[src/rtl/mmio_uart_ctrl.sv]
// mmio_uart_ctrl: MMIO responder with UART TX FIFO, RX holding register and cycle/instret counters
module mmio_uart_ctrl #(
  parameter int TX_DEPTH = 4
) (
  input  logic        clk,
  input  logic        rst,
  input  logic        en,
  input  logic [3:0]  we,
  input  logic [31:0] addr,
  input  logic [31:0] din,
  output logic [31:0] dout,
  input  logic        inst_retired,
  output logic [7:0]  uart_tx_data,
  output logic        uart_tx_valid,
  input  logic        uart_tx_ready,
  input  logic [7:0]  uart_rx_data,
  input  logic        uart_rx_valid,
  output logic        uart_rx_ready
);
  localparam int AW = $clog2(TX_DEPTH);
  logic [7:0]    tx_mem [TX_DEPTH];
  logic [AW-1:0] rd_ptr, wr_ptr;
  logic [AW:0]   tx_cnt;
  logic [7:0]    rx_byte, off;
  logic [31:0]   cyc_cnt, inst_cnt, rd_data;
  logic          rx_full, ld, st, tx_full, push, pop, rx_cap, rx_pop, cnt_clr;
  assign uart_tx_valid = tx_cnt != '0;
  assign uart_tx_data  = tx_mem[rd_ptr];
  assign uart_rx_ready = ~rx_full;
  always_comb begin
    off     = addr[7:0];
    ld      = en & ~|we;
    st      = en & |we;
    tx_full = tx_cnt == (AW+1)'(TX_DEPTH);
    push    = st & (off == 8'h08) & ~tx_full;
    pop     = uart_tx_valid & uart_tx_ready;
    rx_cap  = uart_rx_valid & ~rx_full;
    rx_pop  = ld & (off == 8'h04) & rx_full;
    cnt_clr = st & (off == 8'h18);
    rd_data = off == 8'h00 ? {30'b0, rx_full, ~tx_full} :
              off == 8'h04 ? {24'b0, rx_byte} :
              off == 8'h10 ? cyc_cnt :
              off == 8'h14 ? inst_cnt : '0;
  end
  always_ff @(posedge clk) begin
    if (rst) begin
      for (int i = 0; i < TX_DEPTH; i++) tx_mem[i] <= '0;
      rd_ptr   <= '0;
      wr_ptr   <= '0;
      tx_cnt   <= '0;
      rx_full  <= 1'b0;
      rx_byte  <= '0;
      cyc_cnt  <= '0;
      inst_cnt <= '0;
      dout     <= '0;
    end else begin
      if (push) tx_mem[wr_ptr] <= din[7:0];
      wr_ptr   <= wr_ptr + AW'(push);
      rd_ptr   <= rd_ptr + AW'(pop);
      tx_cnt   <= tx_cnt + (AW+1)'(push) - (AW+1)'(pop);
      rx_full  <= rx_cap | (rx_full & ~rx_pop);
      if (rx_cap) rx_byte <= uart_rx_data;
      cyc_cnt  <= cnt_clr ? '0 : cyc_cnt + 32'd1;
      inst_cnt <= cnt_clr ? '0 : inst_cnt + 32'(inst_retired);
      if (ld) dout <= rd_data;
    end
  end
endmodule

[config.mk]
export PLATFORM = sky130hd
export DESIGN_NAME = mmio_uart_ctrl
export DESIGN_NICKNAME = d
export VERILOG_FILES = /design/src/rtl/mmio_uart_ctrl.sv
export SDC_FILE = /design/constraint.sdc
export NUM_CORES = 1
export LEC_CHECK = 0
export CAP_MARGIN = 20
export CORE_UTILIZATION = 57
export CTS_BUF_LIST = sky130_fd_sc_hd__clkbuf_4 sky130_fd_sc_hd__clkbuf_8 sky130_fd_sc_hd__clkbuf_16
export CTS_CLUSTER_DIAMETER = 200
export DETAILED_ROUTE_END_ITERATION = 6
export PLACE_DENSITY = 0.86
export RECOVER_POWER = 50
export REMOVE_ABC_BUFFERS = 1
export SLEW_MARGIN = 5
export SYNTH_ARGS = -nofsm -noshare
export SYNTH_HDL_FRONTEND = slang
export SYNTH_SLANG_ARGS = --single-unit
[constraint.sdc]
create_clock -name clk -period 6.6 [get_ports clk]
set_clock_uncertainty 0.05 [all_clocks]
set_input_delay 0.99 -clock clk [delete_from_list [all_inputs] [get_ports clk]]
set_output_delay 0.99 -clock clk [all_outputs]
set_load 0.005 [all_outputs]
Word level (Yosys, flattened, before mapping)
Memory sizes are Yosys's and may differ from the RTL's. A register that Yosys moved wholly into a read port is not among the register bits.
Index checks and enable logic that the tools add are counted.
Operators by class
  add/sub/neg operators: 6
  $mul: 0
  div/mod/pow operators: 0
  order comparisons: 0
  equal/unequal tests: 6
  shift-type cells: 0
  multiplexer cells: 13
  bitwise gates (word level): 14
  reductions and logical operators: 6
Operator list (number)
  2-to-1 mux 32 bit: 4
  adder 32 x 1 -> 32 bit: 1
  adder 32 x 1 -> 32 bit (second input constant): 1
  equality test 8 x 5 -> 1 bit (second input constant): 3
  AND 1 bit: 10
  equality test 8 x 3 -> 1 bit (second input constant): 1
  equality test 8 x 4 -> 1 bit (second input constant): 1
  zero test 8 bit: 1
  2-to-1 mux 8 bit: 1
  OR reduction 8 bit: 1
  2-to-1 mux 1 bit: 6
  adder 2 x 1 -> 2 bit: 2
  2-to-1 mux 2 bit: 2
  OR reduction 4 bit: 1
  adder 3 x 1 -> 3 bit: 1
  equality test 3 bit (second input constant): 1
  inverter 1 bit: 3
  nonzero test 3 bit: 1
  subtractor 3 x 1 -> 3 bit: 1
  OR reduction 2 bit: 1
  zero test 1 bit: 1
  bitwise OR 1 bit: 1
Storage, ports and cells
  flip-flop bits (word level): 112
  bits in latches: 0
  memory bits (writable): 32
  ROM bits: 0
  input bits: 82
  memories kept: 1
Memories
  tx_mem: words 4, bits a word 8, rd ports 1, clocked after memory_dff 1, write ports 4, line 21  | logic [7:0] tx_mem [TX_DEPTH];

Depth between registers and ports, before layout
Gate-level depths: netlist (run 1).
  depth after elaboration: 9
  gate-level depth with buffers: 12
  mapped depth without buffers: 12

Least setup slack after synthesis (run 1)
Ideal clock, no wire load.
  kind: input -> register
  start: input port we[1]
  end: register tx_cnt[2]
  data arrival time: 3082 ps
  path slack: 3340 ps
  stages: 12
  cells stage by stage: or4_1 -> nand3_1 -> nor2_1 -> inv_2 -> ha_1 -> inv_1 -> ha_1 -> inv_1 -> fa_1 -> xor2_1 -> xnor2_1 -> nor2_1
On the way
  cells in the longest elaborated chain, start to end: 6
RTL lines
  from (decl): line 8  | input logic [3:0] we,
  OR reduction 4 bit: line 33  | st = en & |we;
  AND 1 bit: line 33
  AND 1 bit (2 in a row): line 35  | push = st & (off == 8'h08) & ~tx_full;
  adder 3 x 1 -> 3 bit: line 60  | tx_cnt <= tx_cnt + (AW+1)'(push) - (AW+1)'(pop);
  subtractor 3 x 1 -> 3 bit: line 60
  to (signal assigned): line 60
  to (decl): line 23  | logic [AW:0] tx_cnt;
Every way passes these cells.
A chain may end at the register's enable or synchronous reset.

Worst setup path after layout (run 1)
  start: input port rst
  end: register cyc_cnt[15]
On the way
  cells in the longest elaborated chain, start to end: 1
RTL lines
  from (decl): line 6  | input logic rst,
  OR reduction 2 bit (no line)
  to (signal assigned): line 63  | cyc_cnt <= cnt_clr ? '0 : cyc_cnt + 32'd1;
  to (decl): line 25  | logic [31:0] cyc_cnt, inst_cnt, rd_data;
Every way passes these cells.

==> results.cfg, run 1 <==
[outcome]
outcome = finished, violations left
violations = design-rule violations, max-capacitance violations, max-slew violations

[clock_tree]
postCtsSetupRepairBufs = 0
tritoncts = built
insertion_delay_ps = 430
cts-root-buf = clkbuf_16
cts_hold_buf = 0
cts-resized-gates = 0
clk_pin_slew_ps = 60
h-tree-depth = 4
clockBufferDepth = 2
cts_buffers = 17
cts_sinks = 144

[routing]
num_vias = 5820
wl_met3_um = 921
routed-wl-met2_mm = 8.69
drtPass1Iterations = 7
drc = 1
totalWireLength_mm = 17.1
viasPerCell = 6.37
postRouteAntennaNets = 0
top_layer_used = met4
drt_iter0_drc = 444
wl_met1_mm = 6.93
drt-wirelength-per-cell_um = 18.7

[die]
floorplan.initialDensity = 0.588
coreArea_um2 = 11500
die_area_um2 = 12300
die_h_um = 111
die_w_um = 111
io_pins = 124
rows = 39

[critical_path]
startpoint_type = input pin
r2r-end = tx_cnt[2]
cp.depth = 6
startpoint = rst
crit_path_end = cyc_cnt[15]
cp_cell_sequence = dlygate4sd3_1, clkbuf_1, inv_1, nand2_1, buf_4, a311oi_1
worstPathRequired_ps = 6830
cp_top_family = buffers and inverters
crit_type = input pin to flip-flop
endpoint_kind = flip-flop
r2r_slack_ps = 3850
critical_path.max_stage_delay_ps = 1450
reg2reg_depth = 12
worstPathBufferInverterCount = 4
crit_slowest_cell = clkbuf_1
cp_max_fo = 42
worstReg2RegStart = tx_cnt[1]
arrival_ps = 5040

[place]
hpwl_mm = 11.0
placed_cell_area_um2 = 7570
place_congestion = 0.862
port_buffers = 75

[logic_synthesis]
synth.ff_latch_count = 144
synth_top_cell_by_area = dfxtp_1
postSynthAreaPerCell_um2 = 9.75
synth_most_common_cell = dfxtp_1
synth-edff-count = 32
synthCells = 692
netlist_area_um2 = 6750
yosysUniqueCellTypes = 55
synth_warnings = 0
synth_ff_type = dfxtp_1
synth_commonest_cells = 112 x dfxtp_1, 62 x nor2_1, 51 x a21oi_1, 45 x nand2_1, 40 x and2_1
synthTopCellsByArea = dfxtp_1 33%, edfxtp_1 14%, a21oi_1 3.8%
seq_area_frac_synth = 0.475
async_reset_ff_frac = 0
yosysTopAreaCellShare = 0.332

[pwr]
power_density_nw_per_um2 = 264
leakagePower_nw = 2.91
ir_worst_vdd_mv = 0.194

[worst_hold_path]
hold_path_class = flip-flop to flip-flop

[run]
cap_violations = 1

[grt]
grt_pass1_vias = 5664
grt_max_degree = 43
grt_pass1_wl_mm = 27.8
grt_overflow = 0
antenna_found_initial = 0
track_usage = 0.284

[sta]
maxSlewHeadroom = -0.358
hold_viol = 0
setup_tns_ps = 0
rsz0062_at_grt = no
fin_crit_ps = 4810
fmax_mhz = 208
worst_pin_slew_ps = 2040
post-route-period-util = 0.730
setup_viol = 0
final_max_slew_viol_count = 43

[cells_and_area]
antenna_cells = 0
area_delta_synth_final_pct = 21.0
drive_gt1_frac = 0.0883
stdcell_area_um2 = 8160
fin_nets = 847
-- worst reg2reg max path: stages (launching register included) --
cell and delay [ps]:
dfxtp_1 360, or3b_2 480, nand3_1 240, nor2_1 120, inv_2 90, ha_1 230, inv_1 60, ha_1 130
inv_1 40, fa_1 380, xor2_1 180, xnor2_1 140, nor2_1 50
-- sequential cells by signal, summed over array words and instances (netlist names) --
name / cells
tx_cnt: 3
rd_ptr: 2
inst_cnt: 32
tx_mem: 32
rx_byte: 8
wr_ptr: 2
dout: 32
cyc_cnt: 32
rx_full: 1
-- final cells by class --
class | count | area [um2]
clock buffers | 18 | 433
clock inverters | 14 | 180
fillers | 800 | 3310
inverters | 19 | 71.3
multi-input cells | 494 | 3310
flip-flops and latches | 144 | 3200
well taps | 143 | 179
repair buffers | 81 | 785
-- layout by cell type, fill, tap and decap left out, types with 8 or more instances in the layout --
| cell type | n |
|---|---|
| clkdlybuf4s50_1 | 31 |
| mux2i_1 | 10 |
| a22oi_1 | 17 |
| xnor2_1 | 16 |
| inv_1 | 18 |
| or3_1 | 12 |
| dfxtp_1 | 112 |
| nor2_1 | 62 |
| dlygate4sd3_1 | 44 |
| and2_1 | 39 |
| nor4_1 | 11 |
| o21ai_0 | 12 |
| or4_1 | 20 |
| mux4_2 | 8 |
| xor2_1 | 12 |
| clkbuf_16 | 17 |
| o2bb2ai_1 | 13 |
| nand3_1 | 33 |
| mux2_2 | 15 |
| edfxtp_1 | 32 |
| nand4_1 | 18 |
| and3_1 | 9 |
| nand2_1 | 45 |
| a21oi_1 | 51 |
| o31ai_1 | 19 |
| and4_1 | 14 |
-- cells by family (layout without fill, tap and decap cells) --
group	count (synthesis)	in the layout	synth area share
XOR/XNOR	28	28	0.0363
multiplexers	33	33	0.0666
adder cells (fa/ha/maj)	8	8	0.0159
AND/OR/NAND/NOR	296	296	0.249
flip-flops	144	144	0.475
buffers and inverters	54	132	0.0330
AO/OA/AOI/OAI	129	129	0.125
-- report_power, final --
group | leakage, nW | total, mW | switching, mW | internal (mW)
Sequential | 1.24 | 0.958 | 0.0345 | 0.924
Combinational | 1.37 | 0.195 | 0.0830 | 0.112
Clock | 0.297 | 1.00 | 0.396 | 0.605
Total | 2.91 | 2.15 | 0.513 | 1.64
-- per-layer routing --
metal	vias to the layer above	track usage
met5	-	0
met3	60	0.0541
met4	0	0.126
met1	2816	0.341
li1	2696	-
met2	248	0.494
-- how the worst min path moves through the flow --
stage	endpoint	depth (start not counted)	start	slack, ps
finish	dout[9]	1	dout[9]	410
global route	dout[9]	1	dout[9]	430
CTS	rx_byte[7]	2	rx_byte[7]	410
detailed placement	dout[10]	1	dout[10]	400
global placement	rx_byte[3]	2	rx_byte[3]	400
floorplan	rx_byte[1]	2	rx_byte[1]	380
-- metrics by stage --
step	worst slack [ps]	total power, mW	hold slack [ps]	util	instances
after floorplan	3350	1.07	380	-	657
after global placement	2410	1.17	395	0.660	881
after detailed placement	2300	1.18	397	0.660	881
after CTS	2720	2.17	411	0.714	913
after global routing	1530	2.22	425	0.712	913
final	1790	2.15	410	0.712	913
Note: power is estimated with default switching activity, not from simulation.
==> run 2, diff against run 1 <==
--- a/config.mk
+++ b/config.mk
@@ -6,11 +6,11 @@
 export NUM_CORES = 1
 export LEC_CHECK = 0
 export CAP_MARGIN = 20
-export CORE_UTILIZATION = 57
+export CORE_UTILIZATION = 48
 export CTS_BUF_LIST = sky130_fd_sc_hd__clkbuf_4 sky130_fd_sc_hd__clkbuf_8 sky130_fd_sc_hd__clkbuf_16
 export CTS_CLUSTER_DIAMETER = 200
 export DETAILED_ROUTE_END_ITERATION = 6
-export PLACE_DENSITY = 0.86
+export PLACE_DENSITY = 0.77
 export RECOVER_POWER = 50
 export REMOVE_ABC_BUFFERS = 1
 export SLEW_MARGIN = 5
==> constraint.sdc (replaced) <==
create_clock -name clk -period 4.3 [get_ports clk]
set_clock_uncertainty 0.05 [all_clocks]
set_input_delay 0.645 -clock clk [delete_from_list [all_inputs] [get_ports clk]]
set_output_delay 0.645 -clock clk [all_outputs]
set_load 0.005 [all_outputs]
==> results.cfg, run 2 (synthesized netlist as in run 1, its figures left out) <==
[sta]
maxSlewHeadroom = 0.115
hold_viol = 0
setup_viol = 0
setup_tns_ps = 0
holdWs_ps = 407
post-route-period-util = 0.849
final_max_slew_viol_count = 0
rsz0062_at_grt = no
fmax_mhz = 274
fin_crit_ps = 3650
worst_pin_slew_ps = 1320

[pwr]
p_sw_frac = 0.253
seqPwrFrac = 0.464
switching_power_mw = 0.800
clock_power_share = 0.440
ir_worst_vdd_mv = 0.266
p_comb_frac = 0.096
leakagePower_nw = 2.85
power_density_nw_per_um2 = 388
p_int_mw = 2.36

[routing]
viasPerCell = 5.92
postRouteAntennaNets = 0
drc = 0
num_vias = 5621
drtPass1Iterations = 5
totalWireLength_mm = 16.1
drt-wirelength-per-cell_um = 16.9
drt_iter0_drc = 384

[critical_path]
worstPathRequired_ps = 4530
cp_max_fo = 5
cp_top_family = simple AND/OR/NAND/NOR gates
endpoint_kind = flip-flop
crit_slowest_cell = nor4_1
critical_path.max_stage_delay_ps = 620
r2r_slack_ps = 1620
worstReg2RegStart = tx_cnt[2]
crit_type = input pin to flip-flop
r2r-end = tx_cnt[2]
reg2reg_depth = 12
startpoint_type = input pin
cp_cell_sequence = dlygate4sd3_1, nor4_1, nand3_1, nor2_1, clkinv_1, ha_1, inv_1, ha_1, inv_1, fa_1, xor2_1, xnor2_1, nor2_1
arrival_ps = 3880
worstPathBufferInverterCount = 4

[cells_and_area]
area_delta_synth_final_pct = 20.6
fin_nets = 850
drive_gt1_frac = 0.0841
layout_common_cells = 112 x dfxtp_1, 62 x nor2_1, 51 x a21oi_1
antenna_cells = 0
final_common_cell = dfxtp_1

[place]
hpwl_mm = 11.1
port_buffers = 75
place_congestion = 0.866

[clock_tree]
clockBufferDepth = 2
cts_buffers = 17
cts_hold_buf = 0
cts-root-buf = clkbuf_16
tritoncts = built
cts-resized-gates = 0
postCtsSetupRepairBufs = 0
insertion_delay_ps = 430
h-tree-depth = 4
clk_pin_slew_ps = 60
cts_sinks = 144

[die]
coreArea_um2 = 13500
floorplan.initialDensity = 0.501
io_pins = 124
die_area_um2 = 14500
die_w_um = 121
rows = 42
die_h_um = 121

[outcome]
outcome = complete, no violations

[worst_hold_path]
hold_path_class = flip-flop to flip-flop
hold_depth = 2
timing.hold.worst_endpoint = rx_byte[1]
min_from = rx_byte[1]

[grt]
grt_overflow = 0
grt_pass1_vias = 5312
grt_max_degree = 56
grt_pass1_wl_mm = 25.7
antenna_found_initial = 0
track_usage = 0.228

[run]
cap_violations = 0
-- run 2: cell count changes in the layout (fill, tap and decap cells not counted), moves of 3 or more --
cell and delta:
clkinv_4 -3, and2_0 +18, bufinv_16 -3, dlygate4sd3_1 -8, clkdlybuf4s50_1 +8, and2_1 -18
clkbuf_1 +3
-- run 2: how the worst max path moves through the flow --
stage | to | slack (ps) | cells past startpoint | start
2_1_floorplan | tx_cnt[2] | 1400 | 12 | we[1]
3_3_place_gp | tx_cnt[2] | 750 | 13 | addr[4]
3_5_place_dp | tx_cnt[2] | 610 | 13 | addr[4]
4_1_cts | tx_cnt[2] | 1080 | 13 | addr[4]
5_1_grt | tx_cnt[2] | 510 | 13 | addr[4]
6_report | tx_cnt[2] | 650 | 13 | addr[4]
-- run 2: power by group through the flow --
stage / Clock (mW) / Sequential (mW) / Combinational (mW)
after floorplan: 0 / 1.48 / 0.163
after global placement: 0 / 1.49 / 0.301
after detailed placement: 0 / 1.50 / 0.311
after CTS: 1.40 / 1.47 / 0.314
after global routing: 1.47 / 1.47 / 0.329
final: 1.39 / 1.47 / 0.303
-- run 2: cell type report --
cell class	instances	area, um2
flip-flops and latches	144	3200
repair buffers	84	796
multi-input cells	494	3290
clock buffers	18	433
well taps	176	220
inverters	19	71.3
fillers	1135	5320
clock inverters	14	120
-- run 2: tightest hold or removal path, cell delays in order (launching register included) --
cell,delay [ps]
dfxtp_1,310
nand2_1,50
a21oi_1,50
-- run 2: per-layer routing --
metal  GRT usage  vias up  part of all wire
met3      0.0505       36             0.048
li1            -     2707                 -
met2       0.382      172              0.49
met4       0.107        0             0.026
met5           0        -                 0
met1       0.277     2706              0.43
-- run 2: per-stage QoR --
| stage | setup WS, ps | instances | instance area [um2] | total power, mW | util |
|---|---|---|---|---|---|
| 6_report | 650 | 949 | 8130 | 3.16 | 0.605 |
| 5_1_grt | 511 | 949 | 8130 | 3.27 | 0.605 |
| 4_1_cts | 1080 | 949 | 8190 | 3.18 | 0.609 |
| 3_5_place_dp | 608 | 917 | 7630 | 1.81 | 0.567 |
| 3_3_place_gp | 753 | 917 | 7630 | 1.80 | 0.567 |
| 2_1_floorplan | 1400 | 657 | 6600 | 1.65 | - |
